File: config.mk
export PLATFORM = sky130hd
export DESIGN_NAME = filter2d_rd_stream_flat
export DESIGN_NICKNAME = d
export VERILOG_FILES = /design/src/rtl/filter2d_pkg.sv /design/src/rtl/filter2d_rd_stream_if.sv /design/src/rtl/pix_fifo.sv /design/src/rtl/filter2d_rd_stream.sv /design/src/flat_wrapper.sv
export SDC_FILE = /design/constraint.sdc
export NUM_CORES = 1
export LEC_CHECK = 0
export BUFFER_PORTS_ARGS = -buffer_cell sky130_fd_sc_hd__buf_2
export CORE_MARGIN = 1
export CORE_UTILIZATION = 45
export DETAILED_ROUTE_END_ITERATION = 8
export GPL_ROUTABILITY_DRIVEN = 0
export SETUP_SLACK_MARGIN = 0.5
export SLEW_MARGIN = 20
export SYNTH_ARGS = -nofsm -noshare
export SYNTH_HDL_FRONTEND = slang
export SYNTH_SLANG_ARGS = --single-unit
export TNS_END_PERCENT = 20
File: constraint.sdc
create_clock -name clk -period 10.2 [get_ports clk]
set_input_delay 1.53 -clock clk [delete_from_list [all_inputs] [get_ports clk]]
set_output_delay 1.53 -clock clk [all_outputs]
set_load 0.03 [all_outputs]
File: src/rtl/filter2d_pkg.sv
// Shared constants and state encoding for the 2-D filter readback path.
package filter2d_pkg;
  localparam int IMG_W    = 256;
  localparam int IMG_H    = 256;
  localparam int OUT_BASE = 65536;
  localparam int AW       = 17;
  localparam int DW       = 8;

  typedef enum logic [1:0] {IDLE, RUN, DRAIN, DONE} rd_state_t;
endpackage

File: src/rtl/filter2d_rd_stream_if.sv
// Memory read port plus outgoing pixel stream of the readback stage.
interface filter2d_rd_stream_if #(
  parameter int AW = filter2d_pkg::AW,
  parameter int DW = filter2d_pkg::DW
);
  logic          cs;
  logic          we;
  logic [AW-1:0] addr;
  logic [DW-1:0] mem_dout;
  logic          m_valid;
  logic          m_ready;
  logic [DW-1:0] m_data;
  logic          m_sof;
  logic          m_eol;

  modport master (
    output cs, we, addr, m_valid, m_data, m_sof, m_eol,
    input  mem_dout, m_ready
  );
  modport slave (
    input  cs, we, addr, m_valid, m_data, m_sof, m_eol,
    output mem_dout, m_ready
  );
endinterface

File: src/rtl/pix_fifo.sv
// Small synchronous pixel FIFO; depth must be a power of two so the
// pointers wrap naturally.
module pix_fifo #(
  parameter int DW     = 8,
  parameter int FIFO_D = 4,
  localparam int PW    = $clog2(FIFO_D),
  localparam int CW    = $clog2(FIFO_D + 1)
) (
  input  logic          clk,
  input  logic          reset_n,
  input  logic          push,
  input  logic [DW-1:0] din,
  input  logic          pop,
  output logic [DW-1:0] dout,
  output logic          empty,
  output logic          full,
  output logic [CW-1:0] count
);
  logic [FIFO_D-1:0][DW-1:0] mem;
  logic [PW-1:0]             wp, rp;

  assign empty = (count == '0);
  assign full  = (count == CW'(FIFO_D));
  assign dout  = mem[rp];

  // Storage, pointers and occupancy; storage is cleared so the head reads 0 after reset.
  always_ff @(posedge clk or negedge reset_n) begin
    if (!reset_n) begin
      mem   <= '0;
      wp    <= '0;
      rp    <= '0;
      count <= '0;
    end else begin
      if (push) begin
        mem[wp] <= din;
        wp      <= wp + PW'(1);
      end
      if (pop) rp <= rp + PW'(1);
      case ({push, pop})
        2'b10:   count <= count + CW'(1);
        2'b01:   count <= count - CW'(1);
        default: ;
      endcase
    end
  end

  a_no_overflow:  assert property (@(posedge clk) disable iff (!reset_n) !(push && full && !pop));
  a_no_underflow: assert property (@(posedge clk) disable iff (!reset_n) !(pop && empty));
endmodule

File: src/rtl/filter2d_rd_stream.sv
// Frame readback: streams the filtered frame out of the shared buffer in
// raster order with credit-limited reads so the output FIFO never overflows.
module filter2d_rd_stream #(
  parameter int IMG_W    = filter2d_pkg::IMG_W,
  parameter int IMG_H    = filter2d_pkg::IMG_H,
  parameter int OUT_BASE = filter2d_pkg::OUT_BASE,
  parameter int AW       = filter2d_pkg::AW,
  parameter int DW       = filter2d_pkg::DW,
  parameter int FIFO_D   = 4
) (
  input  logic clk,
  input  logic reset_n,
  input  logic start,
  output logic busy,
  output logic done,
  filter2d_rd_stream_if.master bus
);
  import filter2d_pkg::*;

  localparam int NPIX = IMG_W * IMG_H;
  localparam int CW   = $clog2(NPIX + 1);
  localparam int XW   = (IMG_W > 1) ? $clog2(IMG_W) : 1;
  localparam int YW   = (IMG_H > 1) ? $clog2(IMG_H) : 1;
  localparam int OCW  = $clog2(FIFO_D + 1);

  if ((longint'(OUT_BASE) + longint'(NPIX) - 1) >= (longint'(1) << AW)) begin : g_addr_chk
    $error("filter2d_rd_stream: output frame does not fit in AW address bits");
  end
  if ((FIFO_D < 4) || ((FIFO_D & (FIFO_D - 1)) != 0)) begin : g_fifo_chk
    $error("filter2d_rd_stream: FIFO_D must be a power of two and at least 4");
  end

  rd_state_t      state, state_nxt;
  logic [CW-1:0]  rd_cnt;
  logic [XW-1:0]  out_x;
  logic [YW-1:0]  out_y;
  logic           cs_d;
  logic           issue;
  logic           pop;
  logic           last_hs;
  logic [OCW-1:0] occ;
  logic           f_empty, f_full;
  logic [DW-1:0]  f_dout;

  assign busy    = (state == RUN) || (state == DRAIN);
  assign done    = (state == DONE);
  assign bus.we  = 1'b0;

  assign pop     = !f_empty && bus.m_ready;
  assign last_hs = pop && (out_x == XW'(IMG_W - 1)) && (out_y == YW'(IMG_H - 1));

  assign bus.m_valid = !f_empty;
  assign bus.m_data  = f_dout;
  assign bus.m_sof   = !f_empty && (out_x == '0) && (out_y == '0);
  assign bus.m_eol   = !f_empty && (out_x == XW'(IMG_W - 1));

  // cs_d is the read whose data lands this cycle; cs is the read the memory
  // samples at this edge. Both already hold a FIFO slot.
  pix_fifo #(.DW(DW), .FIFO_D(FIFO_D)) u_fifo (
    .clk     (clk),
    .reset_n (reset_n),
    .push    (cs_d),
    .din     (bus.mem_dout),
    .pop     (pop),
    .dout    (f_dout),
    .empty   (f_empty),
    .full    (f_full),
    .count   (occ)
  );

  // State register.
  always_ff @(posedge clk or negedge reset_n) begin
    if (!reset_n) state <= IDLE;
    else          state <= state_nxt;
  end

  // Next-state logic; a start outside IDLE is simply not looked at.
  always_comb begin
    state_nxt = state;
    case (state)
      IDLE:    if (start) state_nxt = RUN;
      RUN:     if (rd_cnt == CW'(NPIX)) state_nxt = DRAIN;
      DRAIN:   if (last_hs) state_nxt = DONE;
      DONE:    state_nxt = IDLE;
      default: state_nxt = IDLE;
    endcase
  end

  // Credit check: issue only if the slot is free once every in-flight read has landed.
  always_comb begin
    issue = 1'b0;
    if (((state == RUN) || ((state == IDLE) && start)) && (rd_cnt != CW'(NPIX)))
      issue = (int'(occ) + int'(cs_d) + int'(bus.cs) - int'(pop)) < FIFO_D;
  end

  // Read request pipeline and read address counter.
  always_ff @(posedge clk or negedge reset_n) begin
    if (!reset_n) begin
      bus.cs   <= 1'b0;
      bus.addr <= '0;
      cs_d     <= 1'b0;
      rd_cnt   <= '0;
    end else begin
      bus.cs <= issue;
      cs_d   <= bus.cs;
      if (issue) begin
        bus.addr <= AW'(OUT_BASE) + AW'(rd_cnt);
        rd_cnt   <= rd_cnt + CW'(1);
      end else if (state == DONE) begin
        rd_cnt <= '0;
      end
    end
  end

  // Output raster position, advanced on every stream handshake.
  always_ff @(posedge clk or negedge reset_n) begin
    if (!reset_n) begin
      out_x <= '0;
      out_y <= '0;
    end else if ((state == IDLE) && start) begin
      out_x <= '0;
      out_y <= '0;
    end else if (pop) begin
      if (out_x == XW'(IMG_W - 1)) begin
        out_x <= '0;
        out_y <= (out_y == YW'(IMG_H - 1)) ? '0 : out_y + YW'(1);
      end else begin
        out_x <= out_x + XW'(1);
      end
    end
  end

  a_credit: assert property (@(posedge clk) disable iff (!reset_n) !(cs_d && f_full && !pop));
endmodule

File: src/flat_wrapper.sv
// flat-port wrapper written by rule: the top's interface ports become plain ports
module filter2d_rd_stream_flat import filter2d_pkg::*;
#(
  parameter int IMG_W    = filter2d_pkg::IMG_W,
  parameter int IMG_H    = filter2d_pkg::IMG_H,
  parameter int OUT_BASE = filter2d_pkg::OUT_BASE,
  parameter int AW       = filter2d_pkg::AW,
  parameter int DW       = filter2d_pkg::DW,
  parameter int FIFO_D   = 4
)
  (clk, reset_n, start, busy, done, bus_cs, bus_we, bus_addr, bus_m_valid, bus_m_data, bus_m_sof, bus_m_eol, bus_mem_dout, bus_m_ready);
  filter2d_rd_stream_if #(.AW(AW), .DW(DW)) bus_i ();
  input  logic clk;
  input  logic reset_n;
  input  logic start;
  output logic busy;
  output logic done;
  output wire logic [$bits(bus_i.cs)-1:0] bus_cs;
  output wire logic [$bits(bus_i.we)-1:0] bus_we;
  output wire logic [$bits(bus_i.addr)-1:0] bus_addr;
  output wire logic [$bits(bus_i.m_valid)-1:0] bus_m_valid;
  output wire logic [$bits(bus_i.m_data)-1:0] bus_m_data;
  output wire logic [$bits(bus_i.m_sof)-1:0] bus_m_sof;
  output wire logic [$bits(bus_i.m_eol)-1:0] bus_m_eol;
  input wire logic [$bits(bus_i.mem_dout)-1:0] bus_mem_dout;
  input wire logic [$bits(bus_i.m_ready)-1:0] bus_m_ready;
  assign bus_cs = bus_i.cs;
  assign bus_we = bus_i.we;
  assign bus_addr = bus_i.addr;
  assign bus_m_valid = bus_i.m_valid;
  assign bus_m_data = bus_i.m_data;
  assign bus_m_sof = bus_i.m_sof;
  assign bus_m_eol = bus_i.m_eol;
  assign bus_i.mem_dout = bus_mem_dout;
  assign bus_i.m_ready = bus_m_ready;
  filter2d_rd_stream #(.IMG_W(IMG_W), .IMG_H(IMG_H), .OUT_BASE(OUT_BASE), .AW(AW), .DW(DW), .FIFO_D(FIFO_D)) u_core (.clk(clk), .reset_n(reset_n), .start(start), .busy(busy), .done(done), .bus(bus_i));
endmodule
* After elaboration in Yosys (flattened, before gate mapping)
Cells that the tools add are included.
** Word-level totals
- Bits in registers :: 93
- Input bits :: 12
- Output and inout bits :: 32
- Word-level logic and storage cells :: 83
** Operators by class
- Add/subtract/negate cells :: 11
- $lt $le $gt $ge :: 4
- Eq/ne operators :: 12
- Muxes and demuxes :: 20
- Reductions and logical operators :: 22
** Operators with widths (number)
- 8-bit two-way mux :: 9
- 17-bit two-way mux :: 2
- 32-bit by 2-bit adder with 32-bit output :: 1
- 32-bit bitwise mux :: 1
- 32-bit by 4-bit less-than comparator with 1-bit output, second input constant :: 1
- 32-bit by 2-bit subtractor with 32-bit output :: 1
- 17-bit by 1-bit adder with 17-bit output, second input constant :: 1
- 17-bit adder, first input constant :: 1
- 17-bit == test, second input constant :: 1
- 17-bit inequality test, second input constant :: 1
- 8-bit by 1-bit adder with 8-bit output, second input constant :: 2
- 8-bit binary-select mux with 2-bit select :: 1
- 8-bit demux with 2-bit select :: 1
- 8-bit == test, second input constant :: 2
- 8-bit zero test :: 2
- 1-bit logical AND :: 9
- 2-bit case mux with 4 select lines :: 1
- 2-bit nonzero test :: 4
- 2-bit == test, second input constant :: 3
- 2-bit by 3-bit less-than comparator with 1-bit output, second input constant :: 2
- 2-bit two-way mux :: 3
- 3-bit case mux with 2 select lines :: 1
- 2-bit by 1-bit adder with 2-bit output, second input constant :: 2
- 3-bit by 1-bit adder with 4-bit output :: 1
- other kinds (13) :: 16

* Depth between registers and ports, before layout
Gate-level depths: netlist of the first run.
- Depth after elaboration :: 7
- Mapped depth :: 18
- Depth with buffers taken out :: 16

* Modules after synthesis
A second synthesis of the first run with hierarchy kept.
** Unflattened totals
- Cell total of the unflattened synthesis :: 404
- Area, all modules :: 4802.1 um^2
** By module, submodules not included
- filter2d_rd_stream :: times used 1, cells each 293, area each 3041.7 um^2, seq. area each 1351.3 um^2
- pix_fifo :: times used 1, cells each 111, area each 1760.4 um^2, seq. area each 975.9 um^2

* Worst setup path after synthesis of the first run
OpenSTA, ideal clock, no wires.
- Path kind :: input to register
- Start point :: input bus_m_ready
- End point :: register u_core.bus.addr[13]
- Library setup time :: 125 ps
- Arrival :: 4242 ps
- Required time :: 10075 ps
- Path slack :: 5834 ps
- Stages on the path :: 17
- Path buffers :: 1
- Cell sequence :: o31ai_2 -> inv_1 -> ha_1 -> inv_1 -> ha_1 -> and3b_1 -> o22ai_1 -> o21ai_0 -> a21oi_1 -> ha_1 -> nor2b_1 -> o21ai_0 -> a21oi_1 -> o21a_1 -> o21ai_4 -> buf_6 -> mux2_2
** Between the ends
- Longest elaborated chain between the ends :: 4
** Ends and longest elaborated chain
- start, declared :: line flat_wrapper.sv:26 : input wire logic [$bits(bus_i.m_ready)-1:0] bus_m_ready;
- 1-bit logical AND :: line filter2d_rd_stream.sv:49 : assign pop = !f_empty && bus.m_ready;
- named net u_core.pop :: line filter2d_rd_stream.sv:39 : logic pop;
- 32-bit by 2-bit subtractor with 32-bit output :: line filter2d_rd_stream.sv:93 : issue = (int'(occ) + int'(cs_d) + int'(bus.cs) - int'(pop)) < FIFO_D;
- 32-bit by 4-bit less-than comparator with 1-bit output :: line filter2d_rd_stream.sv:93
- 1-bit two-way mux :: line filter2d_rd_stream.sv:92 : if (((state == RUN) || ((state == IDLE) && start)) && (rd_cnt != CW'(NPIX)))
- end signal, assigned :: line filter2d_rd_stream.sv:107 : bus.addr <= AW'(OUT_BASE) + AW'(rd_cnt);
- end, declared :: line filter2d_rd_stream_if.sv:17 : output cs, we, addr, m_valid, m_data, m_sof, m_eol,
The timed path passes the listed nets, and every way through them passes these cells.
A chain may end at the register's enable or synchronous reset.

* Final worst setup path of the first run
- Start point :: input bus_m_ready
- End point :: register u_core.bus.addr[8]
Same word-level chain as after synthesis.

==> flow_metrics.env, run 1 <==
export IMPL_dp_cells=593
export IMPL_cts_buffers=9
export IMPL_post_cts_resized=0
export IMPL_pre_cts_ws_ns=4.72
export IMPL_core_area_sq_mm=0.0104
export IMPL_critical_path_cell_chain="buf_2 > o31ai_2 > inv_1 > ha_1 > inv_1 > ha_1 > and3b_1 > o22ai_1 > o21ai_0 > a21oi_1 > ha_1 > nor2b_1 > o21ai_0 > a21oi_1 > o21a_1 > o21ai_4 > mux2_2"
export IMPL_antenna_cells=0
export IMPL_drt_total_wl_mm=9.59
export IMPL_ys_seq_area_share_pct=47.7
export IMPL_synth_area_leaders="dfrtp_1, mux2_2, ha_1"
export IMPL_irDropWorstVdd_uv=139
export IMPL_drive_above_1_share_pct=27.9
export IMPL_first_pass_iters=4
export IMPL_crit_path_max_incr_delay_ns=0.89
export IMPL_start_util_pct=46.8
export IMPL_yosys_warnings=0
export IMPL_synth_nets=461
export IMPL_ys_ff_latch=93
export IMPL_cp_start_kind="input pin"
export IMPL_timing_rr_start="u_core.u_fifo.count[1]"
export IMPL_yosysTopAreaCell="dfrtp_1"
export IMPL_synth_cell_types=56
export IMPL_synth_most_common_cell="dfrtp_1"
export IMPL_worstHoldStart="u_core.bus.cs"
export IMPL_grt_overflow_total=0
export IMPL_via_per_inst=5.49
export IMPL_arrival_ns=5.40
export IMPL_die_w_um=106
export IMPL_synth_cells=426
export IMPL_fin_total_pwr_mw=1.58
export IMPL_grt_pass1_wl_mm=16.1
export IMPL_worst_pin_slew_ns=1.03
export IMPL_vias=3341
export IMPL_grtUsageTotal_pct=18.2
export IMPL_fmax_mhz=195
export IMPL_dieArea_sq_mm=0.0113
export IMPL_fin_nets=503
export IMPL_yosys_most_used_dff="dfrtp_1"
export IMPL_synth_top_area_share_pct=47.7
export IMPL_async_reset_ff_share_pct=100
export IMPL_finalSetupTns_ns=0
export IMPL_hold_viol_final=0
export IMPL_slew_headroom_pct=30.9
export IMPL_cts_tree="yes"
export IMPL_skew_ns=0.00851
export IMPL_cp_num_buf_inv=3
export IMPL_drc=0
export IMPL_cts_root_buffer="clkbuf_8"
export IMPL_endpoint_kind="register"
export IMPL_io_buffers=42
export IMPL_p_leak_nw=2.45
export IMPL_grt_pass1_vias=3201
export IMPL_fin_ws_ns=5.06
export IMPL_final_util_pct=51.9
export IMPL_htreeDepth=3
export IMPL_synth_edff_count=0
export IMPL_finalCritPeriodShare_pct=50.4
export IMPL_worstPathRequired_ns=10.46
export IMPL_path_max_fanout=34
export IMPL_path_class="input pin to register"
export IMPL_post_dp_hpwl_mm=6.58
export IMPL_syn_area_per_cell_sq_um=11.4
export IMPL_rsz0062_at_grt="no"
export IMPL_cts_sinks=93
export IMPL_clk_pin_slew_ns=0.10
export IMPL_io_pins=44
export IMPL_power_density_mw_per_mm2=292
export IMPL_cap_violations=0
export IMPL_clk_latency_ns=0.37
export IMPL_final_max_slew_viol_count=0
export IMPL_cp_slowest_cell="o21ai_4"
export IMPL_post_cts_buffers=0
export IMPL_run_status="finished clean"
export IMPL_crit_top_cell="ha_1"
export IMPL_hold_buffers=0
export IMPL_rows=37
export IMPL_die_height_um=106
export IMPL_detail_route_wl_per_cell_um=15.7
export IMPL_antenna_found_initial=0
export IMPL_drt_iter0_drc=143
export IMPL_min_path_type="register to register"
export IMPL_finalSetupViolations=0
export IMPL_crit_start="bus_m_ready"
export IMPL_cp_top_family="compound AO/OA/AOI/OAI gates"
export IMPL_finalNonFillerCells=609
export IMPL_grt_max_degree=56
export IMPL_fill_cells=953
export IMPL_netlist_area_sq_mm=0.00488
export IMPL_ant_nets=0
export IMPL_synth_top_cells_by_count="dfrtp_1, mux2_2, inv_1, nand2_1, ha_1"
export IMPL_cts_max_path_buffers=2
export IMPL_period_needed_ns=5.14
export IMPL_area_growth_pct=10.8
-- kinds of logic (layout without fill, tap and decap cells) --
family                   after synthesis  count (layout)  share of synthesized area [%]
multiplexers                          65              65                           16.7
buffers and inverters                 45              92                           3.98
XOR/XNOR                              20              20                           3.98
flip-flops                            93              93                           47.7
other                                  1               1                         0.0769
AND/OR/NAND/NOR                      121             121                           13.4
adder cells (fa/ha/maj)               23              23                           6.05
AO/OA/AOI/OAI                         58              58                           8.08
-- where the power goes --
group / total (mW) / internal (mW) / switching (mW)
registers: 0.607 / 0.496 / 0.111
logic: 0.711 / 0.303 / 0.408
clock network: 0.258 / 0.117 / 0.141
total: 1.58 / 0.916 / 0.660
-- final timing paths --
check,endpoint,slack [ns],depth (start not counted)
max,u_core.bus.addr[8],5.06,17
min,u_core.cs_d,0.42,0
max reg2reg,u_core.bus.addr[8],5.34,16
min reg2reg,u_core.cs_d,0.42,0
max in group asynchronous,u_core.rd_cnt[8],8.01,2
min in group asynchronous,u_core.out_x[7],1.13,1
-- layout make-up --
type | instances | area [sq um] | share of cell area [%]
clock buffer | 9 | 124 | 2.29
clock inverter | 7 | 80.1 | 1.48
inverter | 32 | 120 | 2.22
multi-input combinational | 288 | 2360 | 43.6
sequential | 93 | 2330 | 43.1
tap | 136 | 170 | 3.15
timing repair buffer | 44 | 228 | 4.21
-- worst reg2reg max path: stages (launching register included) --
cell and delay, ns:
dfrtp_1 0.49, o31ai_2 0.68, inv_1 0.29, ha_1 0.27, inv_1 0.05, ha_1 0.22
and3b_1 0.17, o22ai_1 0.19, o21ai_0 0.12, a21oi_1 0.17, ha_1 0.24, nor2b_1 0.13
o21ai_0 0.08, a21oi_1 0.07, o21a_1 0.28, o21ai_4 0.89, mux2_2 0.42
-- per-stage QoR --
step	hold slack, ns	cell area (sq um)
after floorplan	0.474	4880
after global placement	0.396	5200
after detailed placement	0.410	5200
after CTS	0.434	5410
after global routing	0.459	5410
final	0.421	5410
-- registers in the layout, indices dropped and copies added, names as in the netlist --
name / cells
u_core.bus.addr: 17
u_core.bus.cs: 1
u_core.cs_d: 1
u_core.out_x: 8
u_core.out_y: 8
u_core.rd_cnt: 17
u_core.state: 2
u_core.u_fifo.count: 3
u_core.u_fifo.mem: 32
u_core.u_fifo.rp: 2
u_core.u_fifo.wp: 2
-- layer usage --
metal  part of all wire, %  up-vias  global-route usage (%)
met1                    48     1660                    25.8
li1                      -     1602                       -
met4                   1.7        0                    7.04
met3                   2.9       13                    2.58
met2                    47       66                    28.2
met5                     0        -                       0
-- cell usage in the layout, fill, tap and decap left out, types with 2 or more instances in the layout --
master     count
o22ai_1        3
mux2_2        50
inv_1         32
nor3_1         8
inv_6          3
and2_1         2
or2_2          4
or3_1          8
o21ai_0       17
buf_2         41
xnor2_1       10
buf_4          3
ha_1          22
and3_1         7
nor2b_1        3
nand3_1       13
nor2_1        18
o21a_1         2
nand2_1       27
o2111ai_1      4
mux4_2         8
mux2i_1        6
o221ai_1       7
nand2b_1       7
nor4_1         7
dfrtp_1       93
nand4_1        5
xor2_1         9
and4_1         2
clkbuf_8       9
a21oi_1       15
Note: power is estimated with default switching activity, not from simulation.
==> run 2: changes to the inputs <==
--- a/config.mk
+++ b/config.mk
@@ -5,11 +5,13 @@
 export SDC_FILE = /design/constraint.sdc
 export NUM_CORES = 1
 export LEC_CHECK = 0
+export ABC_AREA = 1
 export BUFFER_PORTS_ARGS = -buffer_cell sky130_fd_sc_hd__buf_2
 export CORE_MARGIN = 1
 export CORE_UTILIZATION = 45
 export DETAILED_ROUTE_END_ITERATION = 8
 export GPL_ROUTABILITY_DRIVEN = 0
+export PLACE_DENSITY = 0.65
 export SETUP_SLACK_MARGIN = 0.5
 export SLEW_MARGIN = 20
 export SYNTH_ARGS = -nofsm -noshare
==> constraint.sdc (replaced) <==
create_clock -name clk -period 4.5 [get_ports clk]
set_input_delay 0.675 -clock clk [delete_from_list [all_inputs] [get_ports clk]]
set_output_delay 0.675 -clock clk [all_outputs]
set_load 0.03 [all_outputs]
==> flow_metrics.env, run 2 <==
export IMPL_run_status="finished clean"
export IMPL_irDropWorstVdd_uv=269
export IMPL_ant_nets=0
export IMPL_path_max_fanout=52
export IMPL_grt_max_degree=53
export IMPL_start_util_pct=47.2
export IMPL_first_pass_iters=5
export IMPL_cts_buffers=9
export IMPL_cts_tree="yes"
export IMPL_power_switching_mw=1.54
export IMPL_power_share_clock_pct=16.5
export IMPL_ys_seq_area_share_pct=47.1
export IMPL_synth_top_cells_by_count="nand2_1, dfrtp_1, o21ai_0, inv_1, nand3_1"
export IMPL_drt_iter0_drc=278
export IMPL_grt_pass1_vias=3875
export IMPL_yosys_most_used_dff="dfrtp_1"
export IMPL_drive_above_1_share_pct=15.7
export IMPL_fin_nets=660
export IMPL_multi_input_area_sq_mm=0.00221
export IMPL_hold_viol_final=0
export IMPL_synth_cell_types=36
export IMPL_cp_start_kind="register"
export IMPL_grt_overflow_total=0
export IMPL_rows=37
export IMPL_synth_area_leaders="dfrtp_1, nand2_1, o21ai_0"
export IMPL_rsz0062_at_grt="no"
export IMPL_arrival_ns=3.61
export IMPL_netlist_area_sq_mm=0.00494
export IMPL_min_path_type="input pin to asynchronous set/reset pin"
export IMPL_htreeDepth=3
export IMPL_synth_nets=626
export IMPL_top_regs="u_core.u_fifo.mem (32), u_core.bus.addr (17), u_core.rd_cnt (17)"
export IMPL_fin_total_pwr_mw=3.37
export IMPL_synth_cells=591
export IMPL_swShare_pct=45.6
export IMPL_io_pins=44
export IMPL_synth_most_common_cell="nand2_1"
export IMPL_worstPathRequired_ns=4.74
export IMPL_seq_power_share_pct=38.9
export IMPL_fill_cells=1017
export IMPL_final_cell_area_sq_mm=0.00540
export IMPL_antenna_found_initial=0
export IMPL_drc=0
export IMPL_pre_cts_ws_ns=1.12
export IMPL_power_frac_comb_pct=44.6
export IMPL_fin_ws_ns=1.13
export IMPL_clk_pin_slew_ns=0.09
export IMPL_hold_buffers=0
export IMPL_die_w_um=107
export IMPL_worst_r2r_setup_slack_ns=1.13
export IMPL_yosysTopAreaCell="dfrtp_1"
export IMPL_vias=4041
export IMPL_post_cts_resized=0
export IMPL_post_cts_buffers=0
export IMPL_final_max_slew_viol_count=0
export IMPL_grt_pass1_wl_mm=18.0
export IMPL_io_buffers=42
export IMPL_core_area_sq_mm=0.0105
export IMPL_power_density_mw_per_mm2=623
export IMPL_layout_commonest_cell="nand2_1"
export IMPL_top_register="u_core.u_fifo.mem"
export IMPL_largest_register_ffs=32
export IMPL_detail_route_wl_per_cell_um=13.4
export IMPL_worst_pin_slew_ns=0.685
export IMPL_p_leak_nw=2.66
export IMPL_drt_total_wl_mm=10.3
export IMPL_synth_edff_count=0
export IMPL_ys_ff_latch=93
export IMPL_skew_ns=0.0127
export IMPL_cts_sinks=93
export IMPL_endpoint_kind="register"
export IMPL_regArea_sq_mm=0.00233
export IMPL_grtUsageTotal_pct=19.9
export IMPL_finalCritPeriodShare_pct=75.0
export IMPL_finalSetupViolations=0
export IMPL_slew_headroom_pct=54.3
export IMPL_dieArea_sq_mm=0.0114
export IMPL_via_per_inst=5.28
export IMPL_area_growth_pct=9.37
export IMPL_syn_area_per_cell_sq_um=8.36
export IMPL_finalSetupTns_ns=0
export IMPL_post_dp_hpwl_mm=7.28
export IMPL_cap_violations=0
export IMPL_fmax_mhz=296
export IMPL_final_cell_mix="nand2_1, dfrtp_1, o21ai_0, inv_1, nand3_1"
export IMPL_period_needed_ns=3.37
export IMPL_dpl_cell_area_sq_mm=0.00520
export IMPL_yosys_warnings=0
export IMPL_cts_root_buffer="clkbuf_8"
export IMPL_die_height_um=107
export IMPL_clk_latency_ns=0.37
export IMPL_cts_max_path_buffers=2
export IMPL_synth_top_area_share_pct=47.1
export IMPL_antenna_cells=0
export IMPL_path_class="register to register"
export IMPL_intPower_mw=1.83
export IMPL_async_reset_ff_share_pct=100
export IMPL_final_util_pct=51.6
## run 2: worst max-delay path, stage by stage (launching register included)
cell,delay (ns)
dfrtp_1,0.48
ha_1,0.24
ha_1,0.35
inv_2,0.08
ha_1,0.28
nand3_1,0.07
nand2_1,0.12
nand3_1,0.11
nand2_1,0.09
a21oi_1,0.07
ha_1,0.27
nand2_1,0.06
nor2_2,0.11
nand3_2,0.10
nand2_4,0.19
nand2_4,0.37
nand2_1,0.20
o21ai_2,0.07
## run 2: per-layer routing
layer	up-vias	global-route usage [%]	wire, um
met5	-	0	0
met4	0	7.34	155
met3	17	4.13	431
met2	91	33.2	4930
met1	1899	25.4	4770
li1	2034	-	-
## run 2: area by class of cell
class	count	area share [%]
Timing Repair Buffer	43	4.08
Clock inverter	7	1.41
Tap cell	136	3.15
Inverter	74	5.14
Multi-Input combinational cell	404	40.9
Sequential cell	93	43.1
Clock buffer	9	2.29
## run 2: path summary, 6_finish.rpt
| path | start | end | cells past startpoint |
|---|---|---|---|
| setup / recovery | u_core.cs_d | u_core.bus.addr[7] | 17 |
| hold / removal | reset_n | u_core.out_y[0] | 1 |
| setup reg to reg | u_core.cs_d | u_core.bus.addr[7] | 17 |
| hold reg to reg | u_core.bus.cs | u_core.cs_d | 0 |
| max in group asynchronous | reset_n | u_core.u_fifo.mem[8] | 2 |
| min in group clk | u_core.bus.cs | u_core.cs_d | 0 |
## run 2: logic make-up after synthesis
group	count (synthesis)	share of synthesized area, %
adders and majority gates	23	5.98
AOI/OAI and AO/OA	113	13.1
buffers and inverters	94	8.21
xor gates and xnor gates	9	1.60
other	1	0.0759
and+or+nand+nor	258	23.9
DFF	93	47.1
## run 2: power by group through the flow
stage          combinational (mW)  sequential, mW  clock [mW]
3_3_place_gp                 1.47            1.32           0
4_1_cts                      1.51            1.31       0.579
6_report                     1.50            1.31       0.554
3_5_place_dp                 1.51            1.33           0
2_1_floorplan                1.24            1.28           0
5_1_grt                      1.71            1.35       0.615
## run 2: through the flow
stage                     hold WS (ns)  std cells
after floorplan                  0.379        591
after global placement           0.459        750
after detailed placement         0.460        750
after CTS                        0.342        766
after global routing             0.366        766
final                            0.324        766
